`src/rtl/btn_input_ctrl.sv`:
```
// N-channel push-button front end: synchronise, debounce, edge pulses,
// long-hold detection and auto-repeat, all on the 1 ms tick clock.
module btn_input_ctrl #(
    parameter int unsigned N_BTN       = 3,
    parameter int unsigned ACTIVE_LOW  = 1,
    parameter int unsigned DEBOUNCE_MS = 8,
    parameter int unsigned HOLD_MS     = 500,
    parameter int unsigned REPEAT_MS   = 100
) (
    input  logic             clk_1ms,
    input  logic             rst_n,
    input  logic [N_BTN-1:0] btn,
    output logic             K_ROW,
    output logic [N_BTN-1:0] level,
    output logic [N_BTN-1:0] press,
    output logic [N_BTN-1:0] release_p,
    output logic [N_BTN-1:0] held,
    output logic [N_BTN-1:0] repeat_p,
    output logic             any_press
);
    localparam int unsigned DB_W   = $clog2(DEBOUNCE_MS + 1);
    localparam int unsigned HOLD_W = $clog2(HOLD_MS + 1);
    localparam int unsigned REP_W  = (REPEAT_MS == 0) ? 1 : $clog2(REPEAT_MS + 1);

    localparam logic [DB_W-1:0]   DB_LAST  = DB_W'(DEBOUNCE_MS - 1);
    localparam logic [HOLD_W-1:0] HOLD_MAX = HOLD_W'(HOLD_MS);
    localparam logic [REP_W-1:0]  REP_LAST = REP_W'((REPEAT_MS == 0) ? 0 : REPEAT_MS - 1);

    logic [N_BTN-1:0]  raw_c;
    logic [N_BTN-1:0]  s1, s2;
    logic [DB_W-1:0]   db_cnt   [N_BTN];
    logic [HOLD_W-1:0] hold_cnt [N_BTN];
    logic [REP_W-1:0]  rep_cnt  [N_BTN];

    logic [N_BTN-1:0]  level_nxt, press_nxt, release_nxt, held_nxt, repeat_nxt;
    logic [DB_W-1:0]   db_nxt   [N_BTN];
    logic [HOLD_W-1:0] hold_nxt [N_BTN];
    logic [REP_W-1:0]  rep_nxt  [N_BTN];

    assign K_ROW = 1'b0;
    assign raw_c = (ACTIVE_LOW != 0) ? ~btn : btn;

    // Per-channel next state: debounce, edge detect, hold and repeat
    always_comb begin
        level_nxt   = level;
        press_nxt   = '0;
        release_nxt = '0;
        held_nxt    = '0;
        repeat_nxt  = '0;
        for (int i = 0; i < int'(N_BTN); i++) begin
            db_nxt[i]   = '0;
            hold_nxt[i] = '0;
            rep_nxt[i]  = '0;
        end

        for (int i = 0; i < int'(N_BTN); i++) begin
            if (s2[i] != level[i]) begin
                if (db_cnt[i] == DB_LAST) begin
                    level_nxt[i] = s2[i];
                end else begin
                    db_nxt[i] = db_cnt[i] + DB_W'(1);
                end
            end

            press_nxt[i]   = level_nxt[i] & ~level[i];
            release_nxt[i] = ~level_nxt[i] & level[i];

            // Hold/repeat only advance while the press persists across this edge
            if (level[i] && level_nxt[i]) begin
                hold_nxt[i] = (hold_cnt[i] == HOLD_MAX) ? HOLD_MAX
                                                        : hold_cnt[i] + HOLD_W'(1);
                if (hold_cnt[i] != HOLD_MAX && hold_nxt[i] == HOLD_MAX) begin
                    repeat_nxt[i] = 1'b1;
                end
                if (held[i] && REPEAT_MS != 0) begin
                    if (rep_cnt[i] == REP_LAST) begin
                        rep_nxt[i]    = '0;
                        repeat_nxt[i] = 1'b1;
                    end else begin
                        rep_nxt[i] = rep_cnt[i] + REP_W'(1);
                    end
                end
            end

            held_nxt[i] = (hold_nxt[i] == HOLD_MAX);
        end
    end

    always_ff @(posedge clk_1ms or negedge rst_n) begin
        if (!rst_n) begin
            s1        <= '0;
            s2        <= '0;
            level     <= '0;
            press     <= '0;
            release_p <= '0;
            held      <= '0;
            repeat_p  <= '0;
            any_press <= 1'b0;
            for (int i = 0; i < int'(N_BTN); i++) begin
                db_cnt[i]   <= '0;
                hold_cnt[i] <= '0;
                rep_cnt[i]  <= '0;
            end
        end else begin
            s1        <= raw_c;
            s2        <= s1;
            level     <= level_nxt;
            press     <= press_nxt;
            release_p <= release_nxt;
            held      <= held_nxt;
            repeat_p  <= repeat_nxt;
            any_press <= |press_nxt;
            for (int i = 0; i < int'(N_BTN); i++) begin
                db_cnt[i]   <= db_nxt[i];
                hold_cnt[i] <= hold_nxt[i];
                rep_cnt[i]  <= rep_nxt[i];
            end
        end
    end

endmodule

```
`config.mk`:
```
export PLATFORM = sky130hd
export DESIGN_NAME = btn_input_ctrl
export DESIGN_NICKNAME = d
export VERILOG_FILES = /design/src/rtl/btn_input_ctrl.sv
export SDC_FILE = /design/constraint.sdc
export NUM_CORES = 1
export LEC_CHECK = 0
export BUFFER_PORTS_ARGS = -buffer_cell sky130_fd_sc_hd__buf_2
export CAP_MARGIN = 5
export CORE_UTILIZATION = 60
export CTS_CLUSTER_SIZE = 14
export DETAILED_ROUTE_END_ITERATION = 10
export GPL_TIMING_DRIVEN = 0
export PLACE_DENSITY = 0.75
export SLEW_MARGIN = 0
export SYNTH_ARGS = -nofsm -noshare
export SYNTH_HDL_FRONTEND = slang
export SYNTH_SLANG_ARGS = --single-unit
```
`constraint.sdc`:
```
create_clock -name clk_1ms -period 5.3 [get_ports clk_1ms]
set_clock_uncertainty 0.05 [all_clocks]
set_input_delay 0.795 -clock clk_1ms [delete_from_list [all_inputs] [get_ports clk_1ms]]
set_output_delay 0.795 -clock clk_1ms [all_outputs]
set_load 0.05 [all_outputs]
```
# Word level (Yosys, flattened, before mapping)
# Index checks and enable logic that the tools add are counted.
[totals]
input_bits = 5
register_bits = 82
elab_cells = 106
[op_classes]
bitwise_logic = 13
eq_ne = 21
reduce_logical = 7
muxes = 39
n_addsub = 9
[op_table]
columns = ["op", "n"]
rows = [
  ["9-bit == test (second input constant)", 9],
  ["7-bit 2-to-1 mux", 9],
  ["9-bit 2-to-1 mux", 6],
  ["9-bit by 1-bit adder with 9-bit output (second input constant)", 3],
  ["9-bit inequality test (second input constant)", 3],
  ["4-bit 2-to-1 mux", 6],
  ["7-bit by 1-bit adder with 7-bit output (second input constant)", 3],
  ["7-bit == test (second input constant)", 3],
  ["1-bit 2-to-1 mux", 18],
  ["4-bit by 1-bit adder with 4-bit output (second input constant)", 3],
  ["4-bit by 3-bit == test with 1-bit output (second input constant)", 3],
  ["1-bit bitwise AND", 6],
  ["1-bit logical AND", 6],
  ["1-bit inverter", 6],
  ["1-bit inequality test", 3],
  ["3-bit inverter", 1],
  ["3-bit OR reduction", 1],
]

# Depth between registers and ports, before layout
# Gate-level depths: netlist of run 1.
[depth]
ltp_word = 8
mapped_depth = 7

# Worst setup path before layout of run 1
# OpenSTA, ideal clock, no wires.
[synth_path]
path_type = "reg-to-reg"
from = "register hold_cnt[0] in the netlist's numbering"
to = "register repeat_p[2]"
arrival_ns = 1.879
path_stages_with_launch = 7
n_path_buf = 0
required_time_ns = 5.154
period_less_slack_ns = 2.024
slack_ns = 3.276
cell_sequence = "dfrtp_1 -> ha_1 -> nand3_2 -> xnor2_1 -> or3b_1 -> or4_4 -> o32ai_2"
[synth_via]
elab_chain_len = 8
[synth_rtl]
columns = ["item", "line_no", "source"]
rows = [
  ["from (decl)", "32", "logic [HOLD_W-1:0] hold_cnt [N_BTN];"],
  ["from (signal, indexed assignment)", "115", "hold_cnt[i] <= hold_nxt[i];"],
  ["9-bit by 1-bit adder with 9-bit output / 9-bit == test (equally long branches)", "71, 70", ""],
  ["9-bit 2-to-1 mux", "70", "hold_nxt[i] = (hold_cnt[i] == HOLD_MAX) ? HOLD_MAX"],
  ["9-bit == test", "72", "if (hold_cnt[i] != HOLD_MAX && hold_nxt[i] == HOLD_MAX) begin"],
  ["1-bit logical AND *", "72", ""],
  ["1-bit 2-to-1 mux *", "72", ""],
  ["1-bit 2-to-1 mux", "76", "if (rep_cnt[i] == REP_LAST) begin"],
  ["1-bit 2-to-1 mux *", "75", "if (held[i] && REPEAT_MS != 0) begin"],
  ["1-bit 2-to-1 mux *", "69", "if (level[i] && level_nxt[i]) begin"],
  ["via repeat_nxt[2]", "35", "logic [N_BTN-1:0] level_nxt, press_nxt, release_nxt, held_nxt, repeat_nxt;"],
  ["to (signal assigned)", "111", "repeat_p <= repeat_nxt;"],
  ["to (decl)", "18", "output logic [N_BTN-1:0] repeat_p,"],
]
# Mark *: on every way through the listed nets, which the timed path passes. The rest lies on a longest branch.

# Final worst setup path of run 1
# Same ends and word-level chain as after synthesis.

==> summary.txt, run 1 <==
Run status
  • Status: complete, no violations

Clocking
  • Setup Fix Bufs, Post-CTS: 0
  • CTS resizes: 0
  • Clk_lat worst skew: 0.33 ns
  • Worst-path clk slew: 0.07 ns
  • Hold-fix buffers, CTS: 0
  • Longest Clk Path Bufs: 2
  • Root Buffer: clkbuf_8
  • Clk sinks: 82
  • CTS buffer count: 9
  • Htree depth: 3
  • CTS tree: done

Routing
  • TritonRoute pass-1 iters: 4
  • Antenna viol nets, final: 0
  • DRC Markers: 0
  • DR vias: 2,504
  • Via-to-Cell Ratio: 5.420
  • Drt wl/cell: 13.15 um
  • Wirelength, routed: 6.076 mm
  • DRT iter0 DRCs: 60

Min path
  • Hold Crit Class: register to register

Setup path
  • Crit-path cells: ha_1 -> nand3_2 -> xnor2_1 -> or3b_1 -> or4_4 -> o32ai_2
  • CP max stage delay: 0.50 ns
  • Crit. End Element: register
  • Kind of critical path: register to register
  • Arr. time, crit path: 2.38 ns
  • Worst endpoint required time: 5.49 ns
  • Crit path max fanout: 6
  • Slowest cell on crit path: or4_4
  • Worst setup SP type: register

Timing
  • Slew Limit Fails: 0
  • Period minus WS final: 2.191 ns
  • Worst slew pin tran: 0.5091 ns
  • RSZ-0062 raised after global routing: no
  • Final Hold Viols: 0
  • Final Cycle Share: 0.4134
  • Setup WS post-layout: 3.109 ns
  • Final setup vio count: 0
  • Slew margin rel.: 0.6583
  • FMAX: 456.4 MHz
  • Setup_tns: 0 ns

Logic synthesis
  • Synth Flop Type: dfrtp_1
  • Syn Nets: 367
  • Sequential cell area fraction in the yosys report: 0.5590
  • Synth unique cells: 43
  • Number of synthesized flops with an enable pin: 0
  • Largest family of logic cells by synthesized area: simple AND/OR/NAND/NOR gates
  • Post-Syn Area per Cell: 10.49 sq um
  • Synth Area in XOR/XNOR: 0.09543
  • Post-synthesis mux area share: 0.009202
  • Async set-reset flop share out of synthesis: 1.000
  • Mapped Cells: 350
  • Synth Area in Simple Gates: 0.2209
  • Synth Area in Compound Gates: 0.05419
  • #FFs+latches synth: 82
  • Netlist Area Pre-Place: 3671 sq um
  • Yosys warnings: 0
  • Synth Area in Adders: 0.04090

Floorplan
  • Chip width: 80.22 um
  • # rows: 28
  • Core area: 5921 sq um
  • Die height: 80.22 um
  • Starting density of the core: 0.6200
  • Top-Level Pins: 22
  • Die area: 6435 sq um

Place
  • Setup WS pre-CTS: 3.141 ns
  • I/O Buffers: 20
  • Routability congestion estimate: 0.8128
  • Placed wire-length estimate: 4.348 mm

Final layout
  • Fill cells: 472
  • Sequential cell area: 2052 sq um
  • Multi-input logic area: 1548 sq um
  • Fraction of layout cells with a size suffix above 1: 0.1085
  • Antenna diode count: 0
  • Final net count: 399
  • Synth-to-Final Area Change: 10.36%

GRT
  • Grt ovf: 0
  • Initial antenna violation count: 0
  • Largest net degree at the start of global routing: 44
  • Vias in the first global route: 2,429
  • Total GRT Usage: 0.2146
  • First-pass GRT wire length: 10.50 mm

Power
  • Worst vdd ir: 0.3153 mV
  • Total Power: 1.389 mW
  • Static leakage: 1.793 nW
  • PD cells: 343.0 nW/um^2

Flow run
  • Max Cap Viol: 0
==> path summary, 6_finish.rpt <==
check | from | end | slack, ns | cells past startpoint
max | hold_cnt[0] | repeat_p[2] | 3.11 | 6
max in group asynchronous | rst_n | level[1] | 4.25 | 2
min | s1[0] | s2[0] | 0.30 | 0
min reg2reg | s1[0] | s2[0] | 0.30 | 0
min in group asynchronous | rst_n | hold_cnt[7] | 0.37 | 1
max reg2reg | hold_cnt[0] | repeat_p[2] | 3.11 | 6
==> placed cells by master, fill, tap and decap left out, types with 4 or more instances in the layout <==
| cell | n |
|---|---|
| a21oi_1 | 12 |
| and3_1 | 7 |
| buf_2 | 19 |
| clkbuf_1 | 5 |
| clkbuf_8 | 10 |
| dfrtp_1 | 82 |
| ha_1 | 12 |
| inv_1 | 15 |
| nand2_1 | 22 |
| nand3_1 | 25 |
| nand4_1 | 4 |
| nor2_1 | 62 |
| nor3_1 | 5 |
| nor3b_1 | 6 |
| o21ai_0 | 6 |
| or3_1 | 5 |
| xnor2_1 | 24 |
| xor2_1 | 16 |
==> sequential cells by signal, indices dropped and copies added, names as in the netlist <==
| register | cells |
|---|---|
| held | 3 |
| press | 3 |
| release_p | 3 |
| any_press | 1 |
| db_cnt | 12 |
| hold_cnt | 27 |
| level | 3 |
| rep_cnt | 21 |
| s1 | 3 |
| repeat_p | 3 |
| s2 | 3 |
==> kinds of logic (layout without fill, tap and decap cells) <==
family                     Yosys count  count (layout)
DFF                                 82              82
AOI/OAI and AO/OA                   32              32
adders and majority gates           12              12
and+or+nand+nor                    162             162
muxes                                3               3
buffers and inverters               18              55
xor gates and xnor gates            40              40
other                                1               1
==> through the flow <==
step | util | area, sq um | hold slack [ns] | std cells
4_1_cts | 0.6843 | 4051 | 0.3054 | 462
3_3_place_gp | 0.6528 | 3865 | 0.2815 | 445
6_report | 0.6843 | 4051 | 0.3021 | 462
3_5_place_dp | 0.6566 | 3887 | 0.2879 | 446
5_1_grt | 0.6843 | 4051 | 0.3139 | 462
2_1_floorplan | - | 3671 | 0.2812 | 350
==> report_power, final <==
group | leakage [nW] | internal (mW) | total [mW] | switching, mW
sequential | 1.12 | 0.682 | 0.737 | 0.0547
clock | 0.0872 | 0.181 | 0.380 | 0.198
combinational | 0.584 | 0.0839 | 0.273 | 0.189
==> cells in the mapped netlist, drive strengths merged, types with 3 or more instances <==
cell | count | area (sq um)
a21oi | 12 | 60.06
and2 | 3 | 18.77
and3 | 7 | 43.79
dfrtp | 82 | 2052
ha | 12 | 150.1
inv | 15 | 56.30
mux2 | 3 | 33.78
nand2 | 22 | 82.58
nand3 | 26 | 135.1
nand3b | 3 | 22.52
nand4 | 4 | 25.02
nand4b | 3 | 26.28
nor2 | 62 | 232.7
nor2b | 3 | 18.77
nor3 | 5 | 25.02
nor3b | 6 | 45.04
nor4 | 3 | 18.77
nor4b | 3 | 26.28
o21ai | 9 | 45.04
or3 | 5 | 31.28
xnor2 | 24 | 210.2
xor2 | 16 | 140.1
==> final cells by class <==
| type | instances | area share |
|---|---|---|
| buffer | 3 | 0.003706 |
| tap | 75 | 0.02316 |
| inverter | 15 | 0.01390 |
| clock buffer | 13 | 0.03675 |
| clock inverter | 3 | 0.003706 |
| timing repair buffer | 21 | 0.03027 |
| sequential | 82 | 0.5065 |
| multi-input combinational | 250 | 0.3820 |
==> worst max-delay path, delay by kind of cell (launching register included) <==
family / cells / cell delay [ns]
xor+xnor: 1 / 0.16
flops: 1 / 0.45
simple gates: 3 / 0.96
compound gates: 1 / 0.25
fa+ha+maj: 1 / 0.23
==> metal layers <==
layer	global-route usage	vias up	part of all wire
li1	-	1253	-
met1	0.2827	1195	0.47
met2	0.3402	43	0.48
met3	0.04318	13	0.029
met4	0.1018	0	0.020
met5	0	-	0
(Power assumes the default switching activity.)
==> inputs of run 2 (changes only) <==
- CORE_UTILIZATION: 60 -> 54
- PLACE_DENSITY: 0.75 -> 0.71
- clock period: 5.3 -> 2 ns (I/O delays scaled with it)
==> summary.txt, run 2 (same netlist as run 1, synthesis figures left out) <==
Place
  • Routability congestion estimate: 0.7878
  • I/O Buffers: 20
  • Placed wire-length estimate: 4.139 mm

Run status
  • Status: complete, no violations

Floorplan
  • Starting density of the core: 0.5684
  • # rows: 29
  • Die height: 84.45 um
  • Core area: 6459 sq um
  • Chip width: 84.45 um
  • Die area: 7132 sq um
  • Top-Level Pins: 22

GRT
  • First-pass GRT wire length: 10.71 mm
  • Total GRT Usage: 0.1915
  • Grt ovf: 0
  • Largest net degree at the start of global routing: 53
  • Vias in the first global route: 2,404
  • Initial antenna violation count: 0

Final layout
  • Fraction of layout cells with a size suffix above 1: 0.1480
  • Final net count: 404
  • Post-layout util: 0.6459
  • Most frequent cells in the layout: dfrtp_1 (80), nor2_1 (62), nand3_1 (25)
  • Top flop regs: hold_cnt x27, rep_cnt x21, db_cnt x12
  • Max reg flops: 27
  • Antenna diode count: 0
  • Reg with most FFs: hold_cnt
  • Synth-to-Final Area Change: 13.63%
  • Commonest non-fill, non-tap cell in the layout: dfrtp_1

Routing
  • Via-to-Cell Ratio: 5.424
  • DR vias: 2,544
  • Drt wl/cell: 12.94 um
  • DRT iter0 DRCs: 98
  • DRC Markers: 0
  • TritonRoute pass-1 iters: 4
  • Antenna viol nets, final: 0
  • Wirelength, routed: 6.067 mm

Timing
  • Setup_tns: 0 ns
  • RSZ-0062 raised after global routing: yes
  • Period minus WS final: 1.957 ns
  • Slew margin rel.: 0.6202
  • Worst slew pin tran: 0.5659 ns
  • Final Cycle Share: 0.9784
  • Final Hold Viols: 0
  • FMAX: 511.0 MHz
  • Min Hold Slack: 0.02165 ns
  • Slew Limit Fails: 0
  • Final setup vio count: 0

Power
  • PD cells: 911.9 nW/um^2
  • Static leakage: 1.823 nW
  • Total Power: 3.804 mW
  • Worst vdd ir: 0.7352 mV

Clocking
  • Clk_lat worst skew: 0.35 ns
  • Root Buffer: clkbuf_8
  • CTS tree: done
  • Htree depth: 3
  • Clk sinks: 82
  • Worst-path clk slew: 0.08 ns
  • CTS buffer count: 9
  • Longest Clk Path Bufs: 2

Flow run
  • Max Cap Viol: 0

Setup path
  • Crit. End Element: register
  • Crit path max fanout: 4
  • Slowest cell on crit path: or4_4
  • Kind of critical path: register to register
  • CP max stage delay: 0.43 ns
  • Crit-path cells: buf_4 -> inv_1 -> ha_1 -> or3b_1 -> or4_4 -> o32ai_2
  • Worst setup SP type: register
  • Worst endpoint required time: 2.22 ns
  • Arr. time, crit path: 2.17 ns

Min path
  • Hold Crit Class: primary input to register
[run 2: cell types whose count changed in the layout (fill, tap and decap cells not counted), moves of 2 or more]
cell,before,now
clkbuf_1,5,1
buf_4,2,5
clkinv_4,0,2
clkinvlp_4,0,2
dfrtp_1,82,80
dfrtp_2,0,2
ha_1,12,10
[run 2: per-stage QoR]
| stage | setup WS (ns) | instance area (sq um) | instances |
|---|---|---|---|
| 3_3_place_gp | -0.06599 | 3877 | 447 |
| 3_5_place_dp | -0.08121 | 3908 | 448 |
| 5_1_grt | -0.04147 | 4172 | 469 |
| 4_1_cts | -0.006681 | 4123 | 467 |
| 6_report | 0.04321 | 4172 | 469 |
| 2_1_floorplan | 0.06448 | 3681 | 350 |
[run 2: critical path, delay by kind of cell (launching register included)]
family | cells | cell delay [ns]
AOI/OAI and AO/OA | 1 | 0.20
DFF | 1 | 0.39
buffers and inverters | 2 | 0.18
and+or+nand+nor | 2 | 0.78
adders and majority gates | 1 | 0.27
[run 2: layer usage]
| layer | vias to the layer above | track usage | wire length [um] |
|---|---|---|---|
| met5 | - | 0 | 0 |
| met4 | 0 | 0.1017 | 94 |
| met3 | 7 | 0.03638 | 159 |
| met2 | 28 | 0.2988 | 2829 |
| met1 | 1243 | 0.2569 | 2984 |
| li1 | 1266 | - | - |
[run 2: power by group]
part	internal [mW]	leakage [nW]	switching, mW
Combinational	0.253	0.616	0.517
Clock	0.484	0.0882	0.601
Sequential	1.81	1.12	0.140
Total	2.55	1.82	1.26
[run 2: worst paths after layout]
check	from	to	slack, ns	depth (start not counted)
max in group asynchronous	rst_n	release_p[0]	0.95	3
min in group asynchronous	rst_n	repeat_p[2]	0.37	2
worst min-delay path	btn[1]	s1[1]	0.02	2
worst max-delay path	hold_cnt[1]	repeat_p[2]	0.04	6
worst min register to register	s1[0]	s2[0]	0.29	0
worst max register to register	hold_cnt[1]	repeat_p[2]	0.04	6
[run 2: layout make-up]
| type | count | area (sq um) |
|---|---|---|
| Inverter | 15 | 56.30 |
| Clock buffer | 10 | 137.6 |
| Clock inverter | 6 | 42.54 |
| Timing Repair Buffer | 26 | 173.9 |
| Buffer | 3 | 16.27 |
| Sequential cell | 82 | 2054 |
| Fill cell | 550 | 2287 |
| Multi-Input combinational cell | 250 | 1594 |
| Tap cell | 77 | 96.34 |
[run 2: timing repair]
| item | in CTS | in global routing |
|---|---|---|
| buffers inserted | 2 | 2 |
| endpoints found under the hold margin | 30 | 0 |
| cloned | 0 | 0 |
| resized for setup | 2 | 9 |
| hold buffers | 1 | 0 |
| pin swaps | 0 | 2 |
| setup endpoints to repair | 3 | 6 |
==> inputs of run 3 (changes only) <==
- BUFFER_PORTS_ARGS: -buffer_cell sky130_fd_sc_hd__buf_2 -> not set
- CORE_UTILIZATION: 54 -> 57
- DONT_BUFFER_PORTS: not set -> 1
==> summary.txt, run 3 (same netlist as run 1, synthesis figures left out) <==
Routing
  • DRT iter0 DRCs: 90
  • Via-to-Cell Ratio: 5.423
  • TritonRoute pass-1 iters: 4
  • Antenna viol nets, final: 0
  • Wirelength, routed: 6.218 mm
  • DRC Markers: 0
  • Drt wl/cell: 13.76 um
  • DR vias: 2,451

Timing
  • Final setup vio count: 2
  • Worst slew pin tran: 0.6120 ns
  • Min Hold Slack: -0.4068 ns
  • Setup WS post-layout: -0.04574 ns
  • Final Hold Viols: 82
  • Final Cycle Share: 1.023
  • Period minus WS final: 2.046 ns
  • Setup_tns: -0.07751 ns
  • Slew Limit Fails: 0
  • RSZ-0062 raised after global routing: yes
  • FMAX: 488.8 MHz
  • Slew margin rel.: 0.5893

Clocking
  • CTS buffer count: 9
  • Clk_lat worst skew: 0.34 ns
  • Root Buffer: clkbuf_8
  • Worst-path clk slew: 0.08 ns
  • Hold-fix buffers, CTS: 3
  • Clk sinks: 82
  • CTS tree: done
  • Htree depth: 3
  • Longest Clk Path Bufs: 2

Power
  • Pint: 2.777 mW
  • Sequential Power Share: 0.528
  • Total Power: 4.006 mW
  • Gate power share: 0.140
  • Switching pwr: 1.229 mW
  • Static leakage: 1.774 nW
  • Switching Share: 0.3068
  • PD cells: 958.8 nW/um^2
  • Clock power frac: 0.332
  • Worst vdd ir: 0.7108 mV

Floorplan
  • Top-Level Pins: 22
  • Starting density of the core: 0.6057
  • Chip width: 82.25 um
  • Core area: 6061 sq um
  • Die height: 82.25 um
  • # rows: 28
  • Die area: 6765 sq um

GRT
  • Initial antenna violation count: 0
  • Most Crowded Layer GR: met2
  • First-pass GRT wire length: 10.55 mm
  • Global Route met1 Usage: 0.2666
  • Vias in the first global route: 2,465
  • GRT met3 Usage: 0.04505
  • Grt ovf: 0
  • Largest net degree at the start of global routing: 83
  • GR Util met2: 0.3298
  • Total GRT Usage: 0.2082

Final layout
  • Fill cells: 462
  • Sequential cell area: 2054 sq um
  • Final net count: 389
  • Synth-to-Final Area Change: 13.80%
  • Antenna diode count: 0
  • Multi-input logic area: 1632 sq um
  • Most frequent cells in the layout: dfrtp_1 (80), nor2_1 (61), nand3_1 (25)
  • Fraction of layout cells with a size suffix above 1: 0.1194
  • Max reg flops: 27
  • Commonest non-fill, non-tap cell in the layout: dfrtp_1
  • Reg with most FFs: hold_cnt
  • Top flop regs: hold_cnt x27, rep_cnt x21, db_cnt x12

Setup path
  • Worst endpoint required time: 2.20 ns
  • Arr. time, crit path: 2.25 ns
  • Crit path max fanout: 3
  • Kind of critical path: register to register
  • Worst setup SP type: register
  • R2R Setup Slk: -0.05 ns
  • Crit. End Element: register

Place
  • Placed wire-length estimate: 4.011 mm
  • Routability congestion estimate: 0.8119
  • I/O Buffers: 0

Run status
  • Status: finished with violations
  • Failing checks: hold timing, setup timing

Min path
  • Hold Crit Class: primary input to asynchronous set/reset pin

Flow run
  • Max Cap Viol: 0
run 3: cell count changes in the layout (fill, tap and decap cells not counted), moves of 2 or more:
| cell | before | now |
|---|---|---|
| buf_2 | 19 | 0 |
| clkinv_4 | 2 | 0 |
| bufinv_16 | 0 | 2 |
| o32ai_2 | 2 | 0 |
| buf_4 | 5 | 9 |
| dlygate4sd3_1 | 1 | 3 |
run 3: repair_timing:
item | in CTS | in global routing
setup endpoints to repair | 2 | 6
hold endpoints to repair | 85 | 82
buffers inserted | 8 | 1
resized for setup | 4 | 12
pin swaps | 1 | 1
run 3: final timing paths:
check,start,endpoint,cells past startpoint
max,hold_cnt[1],held[2],6
min,rst_n,repeat_p[2],0
max reg2reg,hold_cnt[1],held[2],6
min reg2reg,s1[0],s2[0],0
max in group asynchronous,rst_n,level[1],0
min in group clk_1ms,s1[0],s2[0],0
run 3: stage by stage:
stage | instances | cell area (sq um) | hold WS (ns) | worst slack [ns] | utilization
final | 452 | 4178 | -0.4068 | -0.04574 | 0.6893
after global routing | 452 | 4178 | -0.4309 | -0.1165 | 0.6893
after CTS | 452 | 4121 | -0.4246 | -0.0008458 | 0.6800
after detailed placement | 425 | 3775 | -0.04398 | -0.1308 | 0.6228
after global placement | 425 | 3775 | -0.04396 | -0.06805 | 0.6228
after floorplan | 350 | 3681 | -0.04559 | 0.06448 | -
run 3: final cells by class:
| type | count | area share |
|---|---|---|
| well taps | 75 | 0.02246 |
| clock buffers | 10 | 0.03294 |
| multi-input cells | 250 | 0.3905 |
| inverters | 15 | 0.01408 |
| repair buffers | 12 | 0.02426 |
| plain buffers | 2 | 0.002695 |
| flip-flops and latches | 82 | 0.4918 |
| clock inverters | 6 | 0.02126 |
run 3: layer usage:
| metal | share of wire | vias to the layer above |
|---|---|---|
| li1 | - | 1236 |
| met1 | 0.48 | 1169 |
| met2 | 0.47 | 31 |
| met3 | 0.026 | 15 |
| met4 | 0.027 | 0 |
| met5 | 0 | - |
run 3: power groups by stage:
| stage | registers (mW) | logic (mW) | clock network [mW] |
|---|---|---|---|
| CTS | 2.11 | 0.557 | 1.36 |
| global placement | 2.14 | 0.471 | 0 |
| detailed placement | 2.15 | 0.485 | 0 |
| global route | 2.14 | 0.647 | 1.42 |
| finish | 2.12 | 0.560 | 1.33 |
| floorplan | 2.11 | 0.379 | 0 |
run 3: critical path, cell delays in order, from the launching register on:
cell and delay [ns]:
dfrtp_1 0.44, buf_6 0.16, inv_4 0.05, ha_4 0.19
or3b_1 0.37, or4_4 0.46, nor4_4 0.24
